`config.mk`:
```
export PLATFORM = sky130hd
export DESIGN_NAME = sequenciador_rega
export DESIGN_NICKNAME = d
export VERILOG_FILES = /design/src/rtl/sequenciador_rega.sv
export SDC_FILE = /design/constraint.sdc
export NUM_CORES = 1
export LEC_CHECK = 0
export ABC_AREA = 1
export BUFFER_PORTS_ARGS = -buffer_cell sky130_fd_sc_hd__buf_2
export CAP_MARGIN = 15
export CORE_MARGIN = 2
export CORE_UTILIZATION = 53
export CTS_CLUSTER_DIAMETER = 30
export CTS_CLUSTER_SIZE = 30
export DETAILED_ROUTE_END_ITERATION = 12
export PLACE_DENSITY = 0.71
export SYNTH_ARGS = -nofsm -noshare
export SYNTH_HDL_FRONTEND = slang
export SYNTH_SLANG_ARGS = --single-unit
```
`constraint.sdc`:
```
create_clock -name clk -period 6.6 [get_ports clk]
set_clock_uncertainty 0.15 [all_clocks]
set_input_delay 1.65 -clock clk [delete_from_list [all_inputs] [get_ports clk]]
set_output_delay 1.65 -clock clk [all_outputs]
set_load 0.005 [all_outputs]
```
`src/rtl/sequenciador_rega.sv`:
```
// sequenciador_rega: pump / sprinkler valve / drip valve sequencer.
// Safe ordering, minimum on/off times, run watchdog and fault latch.
module sequenciador_rega #(
  parameter int CW        = 8,
  parameter int OPEN_DLY  = 4,
  parameter int MIN_ON    = 8,
  parameter int DRAIN_DLY = 4,
  parameter int MIN_OFF   = 6,
  parameter int MAX_ON    = 100
) (
  input  logic       clk,
  input  logic       rst,
  input  logic       tick,
  input  logic       Bs,
  input  logic       Vs,
  input  logic       ERRO,
  output logic       BOMBA,
  output logic       VALV_ASP,
  output logic       VALV_GOT,
  output logic       FALHA,
  output logic [2:0] ESTADO
);

  typedef enum logic [2:0] {
    S_IDLE     = 3'd0,
    S_ASP_PRE  = 3'd1,
    S_ASP_RUN  = 3'd2,
    S_ASP_POS  = 3'd3,
    S_GOT_RUN  = 3'd4,
    S_BLOQUEIO = 3'd5,
    S_FALHA    = 3'd6
  } state_t;

  localparam logic [CW-1:0] CNT_MAX   = '1;
  localparam logic [CW-1:0] OPEN_LAST = CW'(OPEN_DLY - 1);
  localparam logic [CW-1:0] DRN_LAST  = CW'(DRAIN_DLY - 1);
  localparam logic [CW-1:0] OFF_LAST  = CW'(MIN_OFF - 1);
  localparam logic [CW:0]   MIN_ON_W  = (CW+1)'(MIN_ON);
  localparam logic [CW:0]   MAX_ON_W  = (CW+1)'(MAX_ON);

  state_t        state_q, state_d;
  logic [CW-1:0] cnt_q, cnt_d;
  logic          bomba_q, asp_q, got_q, falha_q;
  logic [2:0]    estado_q;

  // ticks elapsed in the state, counting the tick of this cycle
  logic [CW:0] ticks_incl;
  logic        open_done, drain_done, off_done;
  logic        min_on_ok, wdog_hit;

  assign ticks_incl = {1'b0, cnt_q} + {{CW{1'b0}}, tick};
  assign open_done  = tick && (cnt_q == OPEN_LAST);
  assign drain_done = tick && (cnt_q == DRN_LAST);
  assign off_done   = tick && (cnt_q == OFF_LAST);
  assign min_on_ok  = ticks_incl >= MIN_ON_W;
  assign wdog_hit   = ticks_incl >= MAX_ON_W;

  // next-state logic; an error pre-empts every state except the fault one
  always_comb begin
    state_d = state_q;
    unique case (state_q)
      S_IDLE: begin
        if (Bs)
          state_d = S_ASP_PRE;
        else if (Vs)
          state_d = S_GOT_RUN;
      end
      S_ASP_PRE: begin
        if (open_done)
          state_d = S_ASP_RUN;
      end
      S_ASP_RUN: begin
        if (min_on_ok && !Bs)
          state_d = S_ASP_POS;
        else if (wdog_hit)
          state_d = S_FALHA;
      end
      S_ASP_POS: begin
        if (drain_done)
          state_d = S_BLOQUEIO;
      end
      S_GOT_RUN: begin
        if (min_on_ok && !Vs)
          state_d = S_BLOQUEIO;
        else if (wdog_hit)
          state_d = S_FALHA;
      end
      S_BLOQUEIO: begin
        if (off_done)
          state_d = S_IDLE;
      end
      S_FALHA: begin
        if (!ERRO)
          state_d = S_BLOQUEIO;
      end
      default: state_d = S_IDLE;
    endcase
    if (ERRO && (state_q != S_FALHA))
      state_d = S_FALHA;
  end

  // tick counter: restarts on each transition, saturates instead of wrapping
  always_comb begin
    cnt_d = cnt_q;
    if (state_d != state_q)
      cnt_d = '0;
    else if (tick && (cnt_q != CNT_MAX))
      cnt_d = cnt_q + 1'b1;
  end

  // state, counter and Moore outputs decoded from the next state
  always_ff @(posedge clk) begin
    if (rst) begin
      state_q  <= S_IDLE;
      cnt_q    <= '0;
      bomba_q  <= 1'b0;
      asp_q    <= 1'b0;
      got_q    <= 1'b0;
      falha_q  <= 1'b0;
      estado_q <= 3'd0;
    end else begin
      state_q  <= state_d;
      cnt_q    <= cnt_d;
      bomba_q  <= (state_d == S_ASP_RUN);
      asp_q    <= (state_d == S_ASP_PRE) ||
                  (state_d == S_ASP_RUN) ||
                  (state_d == S_ASP_POS);
      got_q    <= (state_d == S_GOT_RUN);
      falha_q  <= (state_d == S_FALHA);
      estado_q <= state_d;
    end
  end

  assign BOMBA    = bomba_q;
  assign VALV_ASP = asp_q;
  assign VALV_GOT = got_q;
  assign FALHA    = falha_q;
  assign ESTADO   = estado_q;

endmodule

```
## Word-level counts from Yosys, hierarchy flattened

Index checks and enable logic that the tools add are counted.

| cells by class | value |
|---|---|
| reduce and logical (&&, ||, !) cells | 12 |
| add/sub/neg operators | 2 |
| equality and inequality tests | 16 |
| mux-type cells | 11 |
| order comparisons | 2 |

Operators by type and width:

| kind | number |
|---|---|
| 3-bit two-way mux | 10 |
| 3-bit case mux with 7 select lines | 1 |
| 3-bit == test, second input constant | 5 |
| 3-bit by 2-bit == test with 1-bit output, second input constant | 4 |
| 8-bit by 1-bit adder with 9-bit output | 1 |
| 9-bit by 4-bit >= comparator with 1-bit output, second input constant | 1 |
| 9-bit by 7-bit >= comparator with 1-bit output, second input constant | 1 |
| 8-bit by 1-bit adder with 8-bit output, second input constant | 1 |
| 8-bit by 2-bit == test with 1-bit output, second input constant | 1 |
| 8-bit by 3-bit == test with 1-bit output, second input constant | 1 |
| 8-bit != test, second input constant | 1 |
| 3-bit by 1-bit == test with 1-bit output, second input constant | 2 |
| 1-bit logical AND | 6 |
| 3-bit zero test | 1 |
| 3-bit != test | 1 |
| 3-bit != test, second input constant | 1 |
| 1-bit zero test | 2 |
| 1-bit logical OR | 2 |
| 2-bit OR reduction | 1 |

| word-level totals | value |
|---|---|
| bits of input ports | 6 |
| logic and storage cells | 49 |
| flip-flop bits (word level) | 15 |
| output and inout bits | 7 |

## Longest topological paths before layout

| depth | value |
|---|---|
| depth after elaboration | 9 |
| mapped depth | 17 |
| mapped depth without buffers | 17 |

## Worst setup path after synthesis

OpenSTA, ideal clock, no wires.

| path | value |
|---|---|
| kind | input-to-reg |
| start | input tick |
| end | register cnt_q[0] |
| required time | 6.334 ns |
| stages | 16 |
| slack | 3.141 ns |
| buffers on the path | 0 |
| data arrival time | 3.193 ns |
| path through | ha_1 ha_1 nand3_1 nand2_1 nand2_1 nand3_1 nand3_1 nand2_1 o21ai_1 nand2_1 nand3_2 nand2_2 nand2_1 nand2_2 nand2_4 nor2_2 |

| between the ends | value |
|---|---|
| longest elaborated chain between the ends | 8 |

Ends and longest elaborated chain:

| element | line | source |
|---|---|---|
| from (decl) | 13 | `input logic tick,` |
| 8-bit by 1-bit adder with 9-bit output | 51 | `assign ticks_incl = {1'b0, cnt_q} + {{CW{1'b0}}, tick};` |
| 9-bit by 7-bit >= comparator with 1-bit output or 9-bit by 4-bit >= comparator with 1-bit output (tied branches) | 56, 55 |  |
| 3-bit two-way mux (tied with other cells) | 75, 85 |  |
| 3-bit two-way mux, on equally long branches | 83, 73 |  |
| 3-bit case mux with 7 select lines | 61 | `unique case (state_q)` |
| 3-bit two-way mux | 98 | `if (ERRO && (state_q != S_FALHA))` |
| 3-bit != test | 105 | `if (state_d != state_q)` |
| 2-bit OR reduction (no source line) | -- |  |
| to (signal assigned) | 123 | `cnt_q <= cnt_d;` |
| to (decl) | 42 | `logic [CW-1:0] cnt_q, cnt_d;` |

Parallel ways exist; a longest one is shown, timed or not.
A chain may end at the register's enable or synchronous reset.

## Worst setup path in the final report

| path | value |
|---|---|
| start | input tick |
| end | register cnt_q[3] |

Same word-level chain as after synthesis.

==> impl_metrics.env <==
export IMPL_status="finished clean"
export IMPL_final_cell_mix="nand2_1 (39), inv_1 (25), dfxtp_1 (15), nor2_1 (14), nand3_1 (13)"
export IMPL_max_freq_mhz=284
export IMPL_crit_fanout=8
export IMPL_grt_usage=0.200
export IMPL_cts_resized=0
export IMPL_maxSlewViolCount=0
export IMPL_totalWireLength_um=2380
export IMPL_avgSynthCellArea_sq_um=6.72
export IMPL_final_common_cell="nand2_1"
export IMPL_cp_end_kind="flop"
export IMPL_post_dp_hpwl_um=1950
export IMPL_grt_pass1_wl_um=3900
export IMPL_p_sw_frac=0.318
export IMPL_synthCells=172
export IMPL_cts_sinks=15
export IMPL_leakage_nw=0.591
export IMPL_antenna_cells=0
export IMPL_reg2reg_depth=16
export IMPL_via_per_inst=5.16
export IMPL_holdBufCountCts=0
export IMPL_p_int_w=0.000136
export IMPL_rsz0062_at_grt="false"
export IMPL_p_sw_w=0.0000634
export IMPL_drtIter0Drc=34
export IMPL_grt_max_degree=11
export IMPL_fp_dieW_um=50.7
export IMPL_ir_drop_v=0.000185
export IMPL_crit_arrival_ps=3600
export IMPL_clk_latency_ps=280
export IMPL_min_from="cnt_q[7]"
export IMPL_clkTransAtPathRegs_ps=80
export IMPL_root_buffer="clkbuf_4"
export IMPL_portBuffers=12
export IMPL_drive_gt1_frac=0.220
export IMPL_drc=0
export IMPL_holdPathEnd="cnt_q[7]"
export IMPL_holdPathStages=2
export IMPL_clockPowerShare=0.257
export IMPL_vias=1099
export IMPL_rr_startpoint="cnt_q[0]"
export IMPL_core_sq_mm=0.00200
export IMPL_syn_area_sq_mm=0.00116
export IMPL_grt_overflow=0
export IMPL_syn_nets=182
export IMPL_postCtsSetupBuffers=0
export IMPL_hold_slack_ps=472
export IMPL_drtAntennaViolNets=0
export IMPL_crit_required_ps=6680
export IMPL_htreeDepth=1
export IMPL_area_growth_pct=8.77
export IMPL_ys_ff_latch=15
export IMPL_rows=16
export IMPL_cap_violations=0
export IMPL_gp_congestion=0.895
export IMPL_startpoint_type="primary input"
export IMPL_seq_power_share=0.502
export IMPL_r2r_slack_ps=4120
export IMPL_r2r_end="cnt_q[3]"
export IMPL_die_area_sq_mm=0.00257
export IMPL_numCtsBuffers=3
export IMPL_hold_violations=0
export IMPL_comb_power_share=0.241
export IMPL_final_setup_tns_ps=0
export IMPL_fin_crit_sh=0.533
export IMPL_setup_viol_count_final=0
export IMPL_yosys_warnings=0
export IMPL_synth_distinct_cells=26
export IMPL_min_period_ps=3520
export IMPL_worstMarginPinSlew_ps=640
export IMPL_yosysSeqAreaShare=0.260
export IMPL_grt_pass1_vias=905
export IMPL_powerDensity_mw_per_mm2=158
export IMPL_cts_tree="built"
export IMPL_drt_pass1_iterations=4
export IMPL_antenna_found_initial=0
export IMPL_num_nets_final=197
export IMPL_path_class="primary input to flop"
export IMPL_cts_buffer_depth=2
export IMPL_wl_per_cell_um=11.2
export IMPL_worstHoldPathType="flop to flop"
export IMPL_relSlewSlack=0.569
export IMPL_die_y_um=50.7
export IMPL_start_util=0.578
export IMPL_io_pins=13
## routing by layer
layer	GRT usage	part of all wire	vias up
met1	0.283	0.53	493
li1	-	-	584
met5	0	0	-
met4	0.108	0.027	0
met2	0.303	0.42	15
met3	0.0119	0.022	7
## registers in the layout (all words and copies together), names as in the netlist
register / flops
VALV_GOT: 1
ESTADO: 3
cnt_q: 8
BOMBA: 1
VALV_ASP: 1
FALHA: 1
## cell type report
cell class / instances / area (sq um)
fill: 192 / 744
multi-input combinational: 128 / 736
sequential: 15 / 300
inverter: 27 / 101
timing repair buffer: 12 / 60.1
tap: 27 / 33.8
clock buffer: 4 / 26.3
## worst max-delay path, stage by stage
cell and delay [ps]:
buf_2 120, ha_1 240, ha_1 230, nand3_1 130
nand2_1 60, nand2_1 80, nand2_1 60, nor2_1 140
nand2_1 90, nand2_1 90, nand2_1 90, nand3_1 90
nand2_2 90, nand2_2 70, nand2_2 60, nor2_4 120
nand2_4 110, nor2_2 90
## worst max path at each step
stage / startpoint / end / slack [ps] / cells after the start
after global routing: tick / cnt_q[3] / 2870 / 17
final: tick / cnt_q[3] / 3080 / 18
after global placement: tick / cnt_q[3] / 2850 / 18
after CTS: tick / cnt_q[1] / 3080 / 18
after floorplan: tick / cnt_q[0] / 3140 / 16
after detailed placement: tick / cnt_q[1] / 2780 / 18
## cell families (layout without fill, tap and decap cells)
logic type               Yosys count  after routing  share of synthesized area
adder cells (fa/ha/maj)            4              4                     0.0433
flip-flops                        15             15                      0.260
buffers and inverters             29             43                      0.104
AND/OR/NAND/NOR                  105            105                      0.469
AO/OA/AOI/OAI                     11             11                     0.0639
XOR/XNOR                           8              8                     0.0606
## Yosys cell counts (all sizes together)
cell    count  area [sq um]
nand2      47           206
inv        26          97.6
nor2       26           143
dfxtp      15           300
nand3      15          85.1
nor3        9          50.1
nand4       7          50.1
xor2        7          61.3
o21ai       5          25.0
ha          4          50.1
a21oi       3          15.0
buf         2          18.8
o221ai      2          17.5
clkinv      1          3.75
nor3b       1          7.51
o41ai       1          16.3
xnor2       1          8.76
## metrics by stage
stage	instances	util	setup WS, ps	total power [W]	instance area (sq um)
6_report	213	0.628	3080	0.000199	1260
5_1_grt	213	0.628	2870	0.000210	1260
4_1_cts	213	0.628	3080	0.000201	1260
3_5_place_dp	209	0.615	2780	0.000150	1230
3_3_place_gp	209	0.615	2850	0.000149	1230
2_1_floorplan	172	-	3140	0.000137	1160
## power groups by stage
stage                     Combinational, W  Clock [W]  Sequential (W)
after detailed placement         0.0000479          0        0.000102
after global routing             0.0000534  0.0000556        0.000101
final                            0.0000481  0.0000512        0.000100
after global placement           0.0000473          0        0.000102
after CTS                        0.0000481  0.0000526        0.000100
after floorplan                  0.0000348          0        0.000102
No activity file was read; power rests on OpenSTA's default activity.
